==> config.mk <==
export PLATFORM = sky130hd
export DESIGN_NAME = pipelined_ripple_adder
export DESIGN_NICKNAME = d
export VERILOG_FILES = /design/src/rtl/pipelined_ripple_adder.sv
export SDC_FILE = /design/constraint.sdc
export NUM_CORES = 1
export LEC_CHECK = 0
export CAP_MARGIN = 10
export CORE_MARGIN = 5
export CORE_UTILIZATION = 49
export CTS_BUF_LIST = sky130_fd_sc_hd__clkbuf_8
export DETAILED_ROUTE_END_ITERATION = 8
export PLACE_DENSITY = 0.82
export SLEW_MARGIN = 10
export SYNTH_ARGS = -nofsm -noshare
export SYNTH_HDL_FRONTEND = slang
export SYNTH_SLANG_ARGS = --single-unit
==> constraint.sdc <==
create_clock -name clk -period 2.2 [get_ports clk]
set_clock_uncertainty 0.15 [all_clocks]
set_input_delay 0.33 -clock clk [delete_from_list [all_inputs] [get_ports clk]]
set_output_delay 0.33 -clock clk [all_outputs]
set_load 0.02 [all_outputs]
==> src/rtl/pipelined_ripple_adder.sv <==
// Ripple-carry adder cut into WIDTH/STAGE_BITS registered slices with a valid/ready
// handshake. The whole pipeline advances in lockstep and freezes while the output stalls.
module pipelined_ripple_adder #(
    parameter int WIDTH      = 8,
    parameter int STAGE_BITS = 2,
    parameter bit SIGNED     = 1'b0
) (
    input  logic             clk,
    input  logic             rst,
    input  logic             in_valid,
    output logic             in_ready,
    input  logic [WIDTH-1:0] a,
    input  logic [WIDTH-1:0] b,
    input  logic             cin,
    output logic             out_valid,
    input  logic             out_ready,
    output logic [WIDTH-1:0] sum,
    output logic             cout,
    output logic             ovf
);

    localparam int STAGES = (STAGE_BITS > 0) ? (WIDTH / STAGE_BITS) : 1;

    if (WIDTH < 1 || STAGE_BITS < 1 || STAGE_BITS > WIDTH || (WIDTH % STAGE_BITS) != 0) begin : gen_param_check
        $error("pipelined_ripple_adder: illegal WIDTH/STAGE_BITS combination");
    end

    function automatic logic [STAGE_BITS:0] slice_add(input logic [STAGE_BITS-1:0] x,
                                                      input logic [STAGE_BITS-1:0] y,
                                                      input logic                  ci);
        return {1'b0, x} + {1'b0, y} + {{STAGE_BITS{1'b0}}, ci};
    endfunction

    // Carry into the MSB is recovered as x ^ y ^ s at that bit.
    function automatic logic ovf_flag(input logic x_msb, input logic y_msb,
                                      input logic s_msb, input logic co);
        return SIGNED ? (x_msb ^ y_msb ^ s_msb ^ co) : co;
    endfunction

    logic                  advance;
    logic [STAGES-1:0]     vld_q, vld_d, ld;
    logic [STAGES-1:0]     c_q, c_d;
    logic                  ovf_q, ovf_d;
    logic [WIDTH-1:0]      a_q [STAGES];
    logic [WIDTH-1:0]      b_q [STAGES];
    logic [WIDTH-1:0]      s_q [STAGES];
    logic [WIDTH-1:0]      a_d [STAGES];
    logic [WIDTH-1:0]      b_d [STAGES];
    logic [WIDTH-1:0]      s_d [STAGES];
    logic [STAGE_BITS-1:0] xs  [STAGES];
    logic [STAGE_BITS-1:0] ys  [STAGES];
    logic [STAGE_BITS:0]   r_sl [STAGES];

    assign advance   = !vld_q[STAGES-1] | out_ready;
    assign in_ready  = advance;
    assign out_valid = vld_q[STAGES-1];
    assign sum       = s_q[STAGES-1];
    assign cout      = c_q[STAGES-1];
    assign ovf       = ovf_q;

    // Operands shift down by one slice per stage (skew); sum slices enter at the top
    // and shift down, so the full sum is aligned when it leaves the last stage.
    always_comb begin
        vld_d = '0;
        ld    = '0;
        c_d   = '0;

        xs[0]    = a[STAGE_BITS-1:0];
        ys[0]    = b[STAGE_BITS-1:0];
        r_sl[0]  = slice_add(xs[0], ys[0], cin);
        a_d[0]   = a >> STAGE_BITS;
        b_d[0]   = b >> STAGE_BITS;
        s_d[0]   = WIDTH'(r_sl[0][STAGE_BITS-1:0]) << (WIDTH - STAGE_BITS);
        c_d[0]   = r_sl[0][STAGE_BITS];
        vld_d[0] = in_valid;
        ld[0]    = advance & in_valid;

        for (int k = 1; k < STAGES; k++) begin
            xs[k]    = a_q[k-1][STAGE_BITS-1:0];
            ys[k]    = b_q[k-1][STAGE_BITS-1:0];
            r_sl[k]  = slice_add(xs[k], ys[k], c_q[k-1]);
            a_d[k]   = a_q[k-1] >> STAGE_BITS;
            b_d[k]   = b_q[k-1] >> STAGE_BITS;
            s_d[k]   = (s_q[k-1] >> STAGE_BITS)
                     | (WIDTH'(r_sl[k][STAGE_BITS-1:0]) << (WIDTH - STAGE_BITS));
            c_d[k]   = r_sl[k][STAGE_BITS];
            vld_d[k] = vld_q[k-1];
            ld[k]    = advance & vld_q[k-1];
        end

        ovf_d = ovf_flag(xs[STAGES-1][STAGE_BITS-1], ys[STAGES-1][STAGE_BITS-1],
                         r_sl[STAGES-1][STAGE_BITS-1], r_sl[STAGES-1][STAGE_BITS]);
    end

    // Data registers only load behind a valid entry, so bubbles leave them untouched.
    always_ff @(posedge clk or posedge rst) begin
        if (rst) begin
            vld_q <= '0;
            c_q   <= '0;
            ovf_q <= 1'b0;
            for (int k = 0; k < STAGES; k++) begin
                a_q[k] <= '0;
                b_q[k] <= '0;
                s_q[k] <= '0;
            end
        end else begin
            if (advance) begin
                vld_q <= vld_d;
            end
            for (int k = 0; k < STAGES; k++) begin
                if (ld[k]) begin
                    a_q[k] <= a_d[k];
                    b_q[k] <= b_d[k];
                    s_q[k] <= s_d[k];
                    c_q[k] <= c_d[k];
                end
            end
            if (ld[STAGES-1]) begin
                ovf_q <= ovf_d;
            end
        end
    end

endmodule

==> metrics.yaml <==
vdd_drop_max_v: 0.000516
finalWirelength_mm: 3.40
r2r_setup_slack_ns: 0.51
cts_tree: "built"
n_antenna_cell: 0
finalNetCount: 221
drtPass1Iterations: 4
rsz0062_at_grt: "false"
first_global_vias: 1312
syn_avg_cell_area_um2: 14.9
cp-start-kind: "input port"
worst_slew_pin_slew_ns: 0.433
maxSlewHeadroom_pct: 71.0
synth_most_common_cell: "dfrtp_1"
dr_total_vias: 1224
clkTransAtPathRegs_ns: 0.08
antenna_found_initial: 0
crit_path_end_kind: "primary output"
synth.largest_area_cell: "dfrtp_1"
total_leakage_power_nw: 1.33
crit_path_max_fanout: 10
track_usage_pct: 12.5
syn-num-nets: 184
r2r_cells: 4
ys_seq_area_share_pct: 56.2
postSynthCellCount: 155
powerDensity_nw_per_um2: 1370
synth_cell_type_count: 17
required_ns: 1.72
arrival_ns: 1.61
post_cts_resize_count: 0
fin_crit_ns: 2.09
clock_latency_ns: 0.30
die_w_um: 78.7
finalCritPeriodShare_pct: 94.8
syn_to_final_growth_pct: 20.3
ioPinCount: 33
antenna_left: 0
setup_tns_ns: 0
max-cap-violations: 0
max_freq_mhz: 479
placement.io_buffers: 32
setup-violations-final: 0
syn_area_um2: 2310
drt-wirelength-per-cell_um: 13.8
synth.ff_latch_count: 52
synthArstFlopShare_pct: 100
hold_buffers: 0
cts_buffer_depth: 2
final_cell_area_um2: 2780
grt_pass1_wl_mm: 5.96
cts_buffers: 5
clkSinkCount: 52
core_um2: 4660
drt-initial-drc-count: 91
ys_warn_count: 0
viasPerCell: 4.98
dp_hpwl_mm: 2.54
start_util_pct: 49.6
die_h_um: 78.7
status: "completed"
grt_max_degree: 36
h-tree-depth: 2
synthFlopType: "dfrtp_1"
die_area_um2: 6200
cts-root-buf: "clkbuf_8"
hold_violations: 0
min_path_type: "input port to async pin"
synth.area.top_cells: "dfrtp_1 (56%), mux2_4 (14%), fa_1 (6.9%)"
synth-edff-count: 0
critPathKind: "input port to primary output"
slew_viol_final: 0
synth_top_cells_by_count: "dfrtp_1 (52), inv_1 (27), mux2_4 (22)"
placed_area_um2: 2690
gr-total-overflow: 0
yosysTopAreaCellShare_pct: 56.2
place_congestion: 0.693
drc_errors: 0
fp-row-count: 25
layout-drive-gt1-share_pct: 27.1
cts_setup_buffers: 0
fill_cells: 348
==> state kept, by name, summed over array words and instances, names as in the netlist <==
signal	cells
b_q	6
a_q	6
b_d	6
a_d	6
sum	8
s_q	12
c_q	4
vld_q	4
==> critical path: stages <==
cell	delay [ns]
clkdlybuf4s50_1	0.46
nand2b_4	0.18
clkdlybuf4s50_1	0.63
==> metal layers <==
layer	wire length [µm]	vias up	track usage [%]	part of all wire, %
met5	0	-	0	0
met4	38	0	4.20	1.1
met3	196	5	3.97	5.8
met2	1680	30	20.5	49
met1	1490	614	15.8	44
li1	-	575	-	-
==> through the flow <==
step / worst slack (ns) / power (mW) / std cells / hold slack (ns) / util (%)
floorplan: 0.462 / 2.82 / 155 / 0.277 / -
global placement: 0.0982 / 3.20 / 239 / 0.336 / 57.6
detailed placement: 0.0929 / 3.30 / 239 / 0.342 / 57.6
CTS: 0.108 / 3.87 / 246 / 0.179 / 59.7
global route: 0.0793 / 4.11 / 246 / 0.203 / 59.7
finish: 0.114 / 3.82 / 246 / 0.172 / 59.7
==> power breakdown <==
part           internal (mW)  total [mW]  leakage, nW  switching [mW]
sequential              1.39        1.65        0.598           0.268
combinational          0.916        1.59        0.684           0.679
clock                  0.280       0.570       0.0503           0.289
total                   2.58        3.82         1.33            1.24
==> final cells by class <==
cell class                      count  area, µm²  share of cell area, %
Sequential cell                    52       1300                   46.8
Multi-Input combinational cell     71        861                   30.9
Timing Repair Buffer               35        355                   12.8
Inverter                           27        101                   3.64
Clock buffer                        7       96.3                   3.46
Tap cell                           54       67.6                   2.43
==> placed cells by master, fill, tap and decap left out, types with 2 or more instances in the layout <==
cell             instances
mux2_4                  22
a31oi_1                  6
buf_4                    2
dfrtp_1                 52
clkdlybuf4s50_1         32
inv_1                   26
nand2_2                  2
mux2i_1                  6
a21oi_1                  6
o21ai_0                  3
clkbuf_8                 7
fa_1                     8
mux2_2                  14
nand2_8                  2
==> worst paths after layout <==
check                      startpoint        to
max in group asynchronous         rst   a_q[17]
hold reg to reg               s_q[20]   s_q[20]
setup reg to reg               c_q[1]   s_q[15]
min in group clk              s_q[20]   s_q[20]
setup / recovery            out_ready  in_ready
hold / removal                    rst    sum[4]
==> logic make-up (layout without fill, tap and decap cells) <==
group           count (synthesis)  count (layout)  share of synthesized area (%)
flops                          52              52                           56.2
mux                            42              42                           23.7
buf+inv                        32              69                           6.54
compound gates                 15              15                           3.57
fa+ha+maj                       8               8                           6.92
simple gates                    6               6                           3.03
Power figures use the tool's default switching activity.
==> edit 1, RTL diff (same settings) <==
Set the parameter `WIDTH` to 16 (it was 8).
--- a/src/rtl/pipelined_ripple_adder.sv
+++ b/src/rtl/pipelined_ripple_adder.sv
@@ -2,5 +2,5 @@
 // handshake. The whole pipeline advances in lockstep and freezes while the output stalls.
 module pipelined_ripple_adder #(
-    parameter int WIDTH      = 8,
+    parameter int WIDTH      = 16,
     parameter int STAGE_BITS = 2,
     parameter bit SIGNED     = 1'b0
Ports: changed (resized a, b and sum); port bits go from 33 to 57. No check against the original RTL was run, so the function may have changed too.
==> edit 1 against the unedited design <==
  * Power grew to 3.7 times the old value
  * Worst setup slack better by 0.16 ns
  * Hold slack worse by 0.084 ns
  * Sequential cell count is 148 higher
  * Routed wire length grew to 3.7 times the old value
  * Cell count grew to 3.3 times the old value
  * Die area grew to 3.2 times the old value
  * Cell area grew to 3.5 times the old value
  * Area after synthesis grew to 3.6 times the old value
  * Clock power grew to 4.3 times the old value
  * Critical path type is now flip-flop to output pin
  * Largest cell class unchanged
  * Highest routed layer unchanged
==> edit 1: results (changes against the unedited design) <==
stage,metric,value,unit,change
run_status,run status,completed,,
clocking,H-tree depth,4,,+2
global_routing,GRT met2 Usage,22.7,%,+2.2 points
global_routing,first-pass GRT wire length,22900,µm,+280%
clocking,Longest Clk Path Bufs,2,,unchanged
final_layout,nets,643,,+190%
drt,DR WL met3,476,µm,+140%
synthesis,Syn Nets,571,,+210%
global_routing,met3 Track Usage GR,3.51,%,-0.46 points
drt,Post-Route M1 WL,5870,µm,+290%
synthesis,Yosys cell types,19,,+2
critical_path,crit path DAT,1.44,ns,-0.17 ns
global_routing,met1 Track Usage GR,19.5,%,+3.8 points
critical_path,CP max stage delay,0.61,ns,-0.02 ns
clocking,"Clk Latency, worst-skew pair",0.47,ns,+0.17 ns
drt,drt total wl,12700,µm,+270%
final_layout,Final Instance Count excl. Fillers,823,,+230%
drt,Initial DRC Count,190,,+110%
critical_path,crit path from,sum[4],,
global_routing,vias in the first global route,4552,,+250%
global_routing,initial antenna violation count,0,,unchanged
final_layout,max FFs per register,56,,+44
placed_design,Post-Place Cells,791,,+230%
final_layout,Largest Register,s_q,,
synthesis,Synth warnings,0,,unchanged
clocking,Root Driver,clkbuf_8,,
placed_design,placed cell area,9250,µm²,+240%
final_layout,diode count,0,,unchanged
synthesis,Synth top cells by count,"dfrtp_1 (200), mux2_4 (91), mux2_2 (76)",,
drt,DR vias,4060,,+230%
clocking,setup repair bufs after CTS,0,,unchanged
final_layout,layout cell share with drive strength beyond 1,37.6,%,+11 points
pwr,leak pwr,4.56,nW,+240%
synthesis,Post-synth ARST share,100,%,unchanged
critical_path,largest fanout on the critical path,2,,-8
synthesis,sequential area share after synthesis,60.3,%,+4.1 points
drt,DR top layer,met4,,
pwr,maximum vdd drop,0.658,mV,+28%
synthesis,dominant synthesized flop cell,dfrtp_1,,
placed_design,Final HPWL DP,9520,µm,+270%
synthesis,ranking of synthesized cells by area,"dfrtp_1 (60%), mux2_4 (16%), mux2_2 (10%)",,
timing,actual slew at the worst max-slew pin,0.493,ns,+0.0595 ns
critical_path,"CP delay by family, top",buffers and inverters,,
global_routing,GR Overflow Total,0,,unchanged
critical_path,worst r2r path cells,4,,unchanged
worst_hold_path,worst hold path class,input port to async pin,,
clocking,Num CTS Buffers,17,,+12
placed_design,Placer Congestion,0.724,,+4.5%
drt,1st-pass router iterations,4,,unchanged
global_routing,total track usage,14.4,%,+1.9 points
clocking,post_cts resized,1,,+1
clocking,clock transition at the registers of the reported paths,0.10,ns,+0.02 ns
critical_path,RR Startpoint,c_q[3],,
drt,DR WL met2,6140,µm,+270%
synthesis,cells after synthesis,518,,+230%
critical_path,"Slowest-stage cell, CP",clkdlybuf4s50_1,,
global_routing,largest net degree at the start of global routing,43,,+19%
flow_run,Max Cap Viol,0,,unchanged
placed_design,I/O Buffers,56,,+75%
-- edit 1: cell count changes after synthesis, moves of 5 or more --
cell | unedited run | this run
buf_4 | 1 | 6
buf_6 | 2 | 10
dfrtp_1 | 52 | 200
fa_1 | 8 | 16
inv_1 | 27 | 48
mux2_2 | 14 | 76
mux2_4 | 22 | 91
o21ai_0 | 3 | 44
-- edit 1: worst paths after layout --
path / slack (ns) / end
worst min register to register: 0.36 / s_q[77]
worst min-delay path: 0.09 / s_q[25]
worst max-delay path: 0.28 / sum[4]
max in group asynchronous: 1.25 / b_q[96]
worst max register to register: 0.44 / s_q[63]
min in group clk: 0.32 / b_d[98]
-- edit 1: per-stage QoR --
step | util (%) | setup TNS, ns | hold slack [ns] | setup slack, ns
after floorplan | - | -173.67 | 0.277 | -0.868
after global placement | 55.7 | 0 | 0.336 | 0.0859
after detailed placement | 55.7 | 0 | 0.339 | 0.0338
after CTS | 58.3 | 0 | 0.0735 | 0.236
after global routing | 58.3 | 0 | 0.0709 | 0.207
final | 58.3 | 0 | 0.0878 | 0.278
-- edit 1: where the power goes --
part           leakage [nW]  switching, mW  internal (mW)
clock                 0.213           1.29           1.15
combinational          1.96           2.02           3.22
sequential             2.39           1.00           5.42
total                  4.56           4.31           9.79
-- edit 1: cell families after synthesis --
group                    share of synthesized area [%]
flip-flops                                        60.3
multiplexers                                      27.1
buffers and inverters                             4.52
AO/OA/AOI/OAI                                     3.06
adder cells (fa/ha/maj)                           3.86
AND/OR/NAND/NOR                                   1.09
-- edit 1: cell type report --
| cell class | count | area, µm² |
|---|---|---|
| multi-input cells | 248 | 2920 |
| clock buffers | 17 | 234 |
| fillers | 1284 | 6920 |
| repair buffers | 74 | 857 |
| flip-flops and latches | 200 | 5000 |
| inverters | 49 | 190 |
| clock inverters | 15 | 189 |
| well taps | 220 | 275 |
==> edit 2, RTL diff (same flow settings) <==
Made on the original files. Reset style: synchronous (`rst`), changed in one clocked block.
--- a/src/rtl/pipelined_ripple_adder.sv
+++ b/src/rtl/pipelined_ripple_adder.sv
@@ -94,5 +94,5 @@
 
     // Data registers only load behind a valid entry, so bubbles leave them untouched.
-    always_ff @(posedge clk or posedge rst) begin
+    always_ff @(posedge clk) begin
         if (rst) begin
             vld_q <= '0;
Formal check against the unedited RTL: differs if rst is asserted again (counterexample within 10 cycles, from zero or initial values and one cycle with rst high); with rst held inactive, the same outputs for 10 cycles.
==> edit 2 against the unedited design <==
  * Sequential share of layout area grew 7.2 points
  * Cell area is 1.3% lower
  * Non-clock buffer count up 7
  * Area after synthesis decreased by 1.9%
  * Maximum frequency down 0.97%
  * Worst setup slack worse by 0.020 ns
  * Sequential cell count stayed put
  * Routed wire length fell by 2.6%
  * Critical endpoint unchanged
Power is not compared: it rests on default switching activity, and its combinational part moved more than twofold at a synthesized area within 25%.
==> edit 2: results (changes against the unedited design) <==
stage,metric,value,unit,change
run_status,run status,completed,,
timing,Final Cycle Share,95.8,%,+0.93 points
synthesis,adder-cell area share of the yosys netlist,7.06,%,+0.13 points
pwr,maximum vdd drop,0.343,mV,
placed_design,placed cell area,2660,µm²,-0.89%
critical_path,crit path DAT,1.63,ns,+0.02 ns
synthesis,Post-synth ARST share,0,%,-100 points
drt,drt total wl,3310,µm,-2.6%
synthesis,ranking of synthesized cells by area,"edfxtp_1 (58%), and3_1 (9.9%), dfxtp_1 (7.1%)",,
worst_hold_path,WHS Path Cells,2,,
synthesis,Compound-Gate Fraction of Synth Area,3.86,%,+0.29 points
critical_path,crit path from,out_ready,,
critical_path,RR Startpoint,c_q[0],,
synthesis,"EDFF count, synth",44,,+44
critical_path,R2R Path End,s_q[0][15],,
critical_path,largest fanout on the critical path,18,,+8
placed_design,pre-CTS setup slack,-0.156,ns,-0.249 ns
clocking,Num CTS Buffers,5,,unchanged
drt,Routed WL per cell,12.9,µm,-6.4%
drt,Initial DRC Count,45,,-51%
critical_path,"setup slack, reg-to-reg",0.30,ns,-0.21 ns
synthesis,mean post-synth cell area,13.8,µm²,-7.3%
pwr,Clock Power Share,27.5,%,
synthesis,Syn Nets,193,,+4.9%
synthesis,mux cell area share after synthesis,0,%,-24 points
global_routing,first-pass GRT wire length,5470,µm,-8.2%
final_layout,layout cell share with drive strength beyond 1,12.3,%,-15 points
timing,final hold slack,0.350,ns,+0.178 ns
drt,DR vias,1276,,+4.2%
synthesis,Synth top cells by count,"edfxtp_1 (44), and3_1 (36), inv_1 (20)",,
placed_design,Final HPWL DP,2490,µm,-2.0%
synthesis,dominant synthesized flop cell,edfxtp_1,,
synthesis,Yosys cell types,23,,+6
placed_design,Placer Congestion,0.768,,+11%
timing,actual slew at the worst max-slew pin,0.408,ns,-0.0250 ns
global_routing,largest net degree at the start of global routing,23,,-36%
final_layout,nets,232,,+5.0%
global_routing,total track usage,11.3,%,-1.3 points
synthesis,sequential area share after synthesis,65.3,%,+9.0 points
critical_path,Critical Path Sink,in_ready,,
critical_path,worst r2r path cells,4,,unchanged
worst_hold_path,worst hold path class,flip-flop to flip-flop,,
placed_design,Post-Place Cells,248,,+3.8%
[edit 2: changes by cell type in the layout (fill, tap and decap cells not counted), moves of 7 or more]
| cell | before | now |
|---|---|---|
| and3_1 | 0 | 36 |
| buf_4 | 2 | 9 |
| dfrtp_1 | 52 | 0 |
| dfxtp_1 | 0 | 8 |
| edfxtp_1 | 0 | 44 |
| mux2_2 | 14 | 0 |
| mux2_4 | 22 | 0 |
| nand2_1 | 1 | 8 |
[edit 2: cell type report]
cell class | count | area (µm²)
fillers | 329 | 1670
flip-flops and latches | 52 | 1480
multi-input cells | 81 | 617
repair buffers | 42 | 408
inverters | 21 | 91.3
clock buffers | 5 | 68.8
well taps | 52 | 65.1
clock inverters | 3 | 13.8
[edit 2: worst max-delay path: stages]
cell and delay (ns):
clkdlybuf4s50_1 0.44, nor2b_4 0.23, inv_12 0.07, clkdlybuf4s50_1 0.55
[edit 2: routing by layer]
metal  track usage, %  share of wire (%)
met1             11.4                 39
met2             21.0                 52
met3             4.35                7.7
met4             3.55                1.1
met5                0                  0
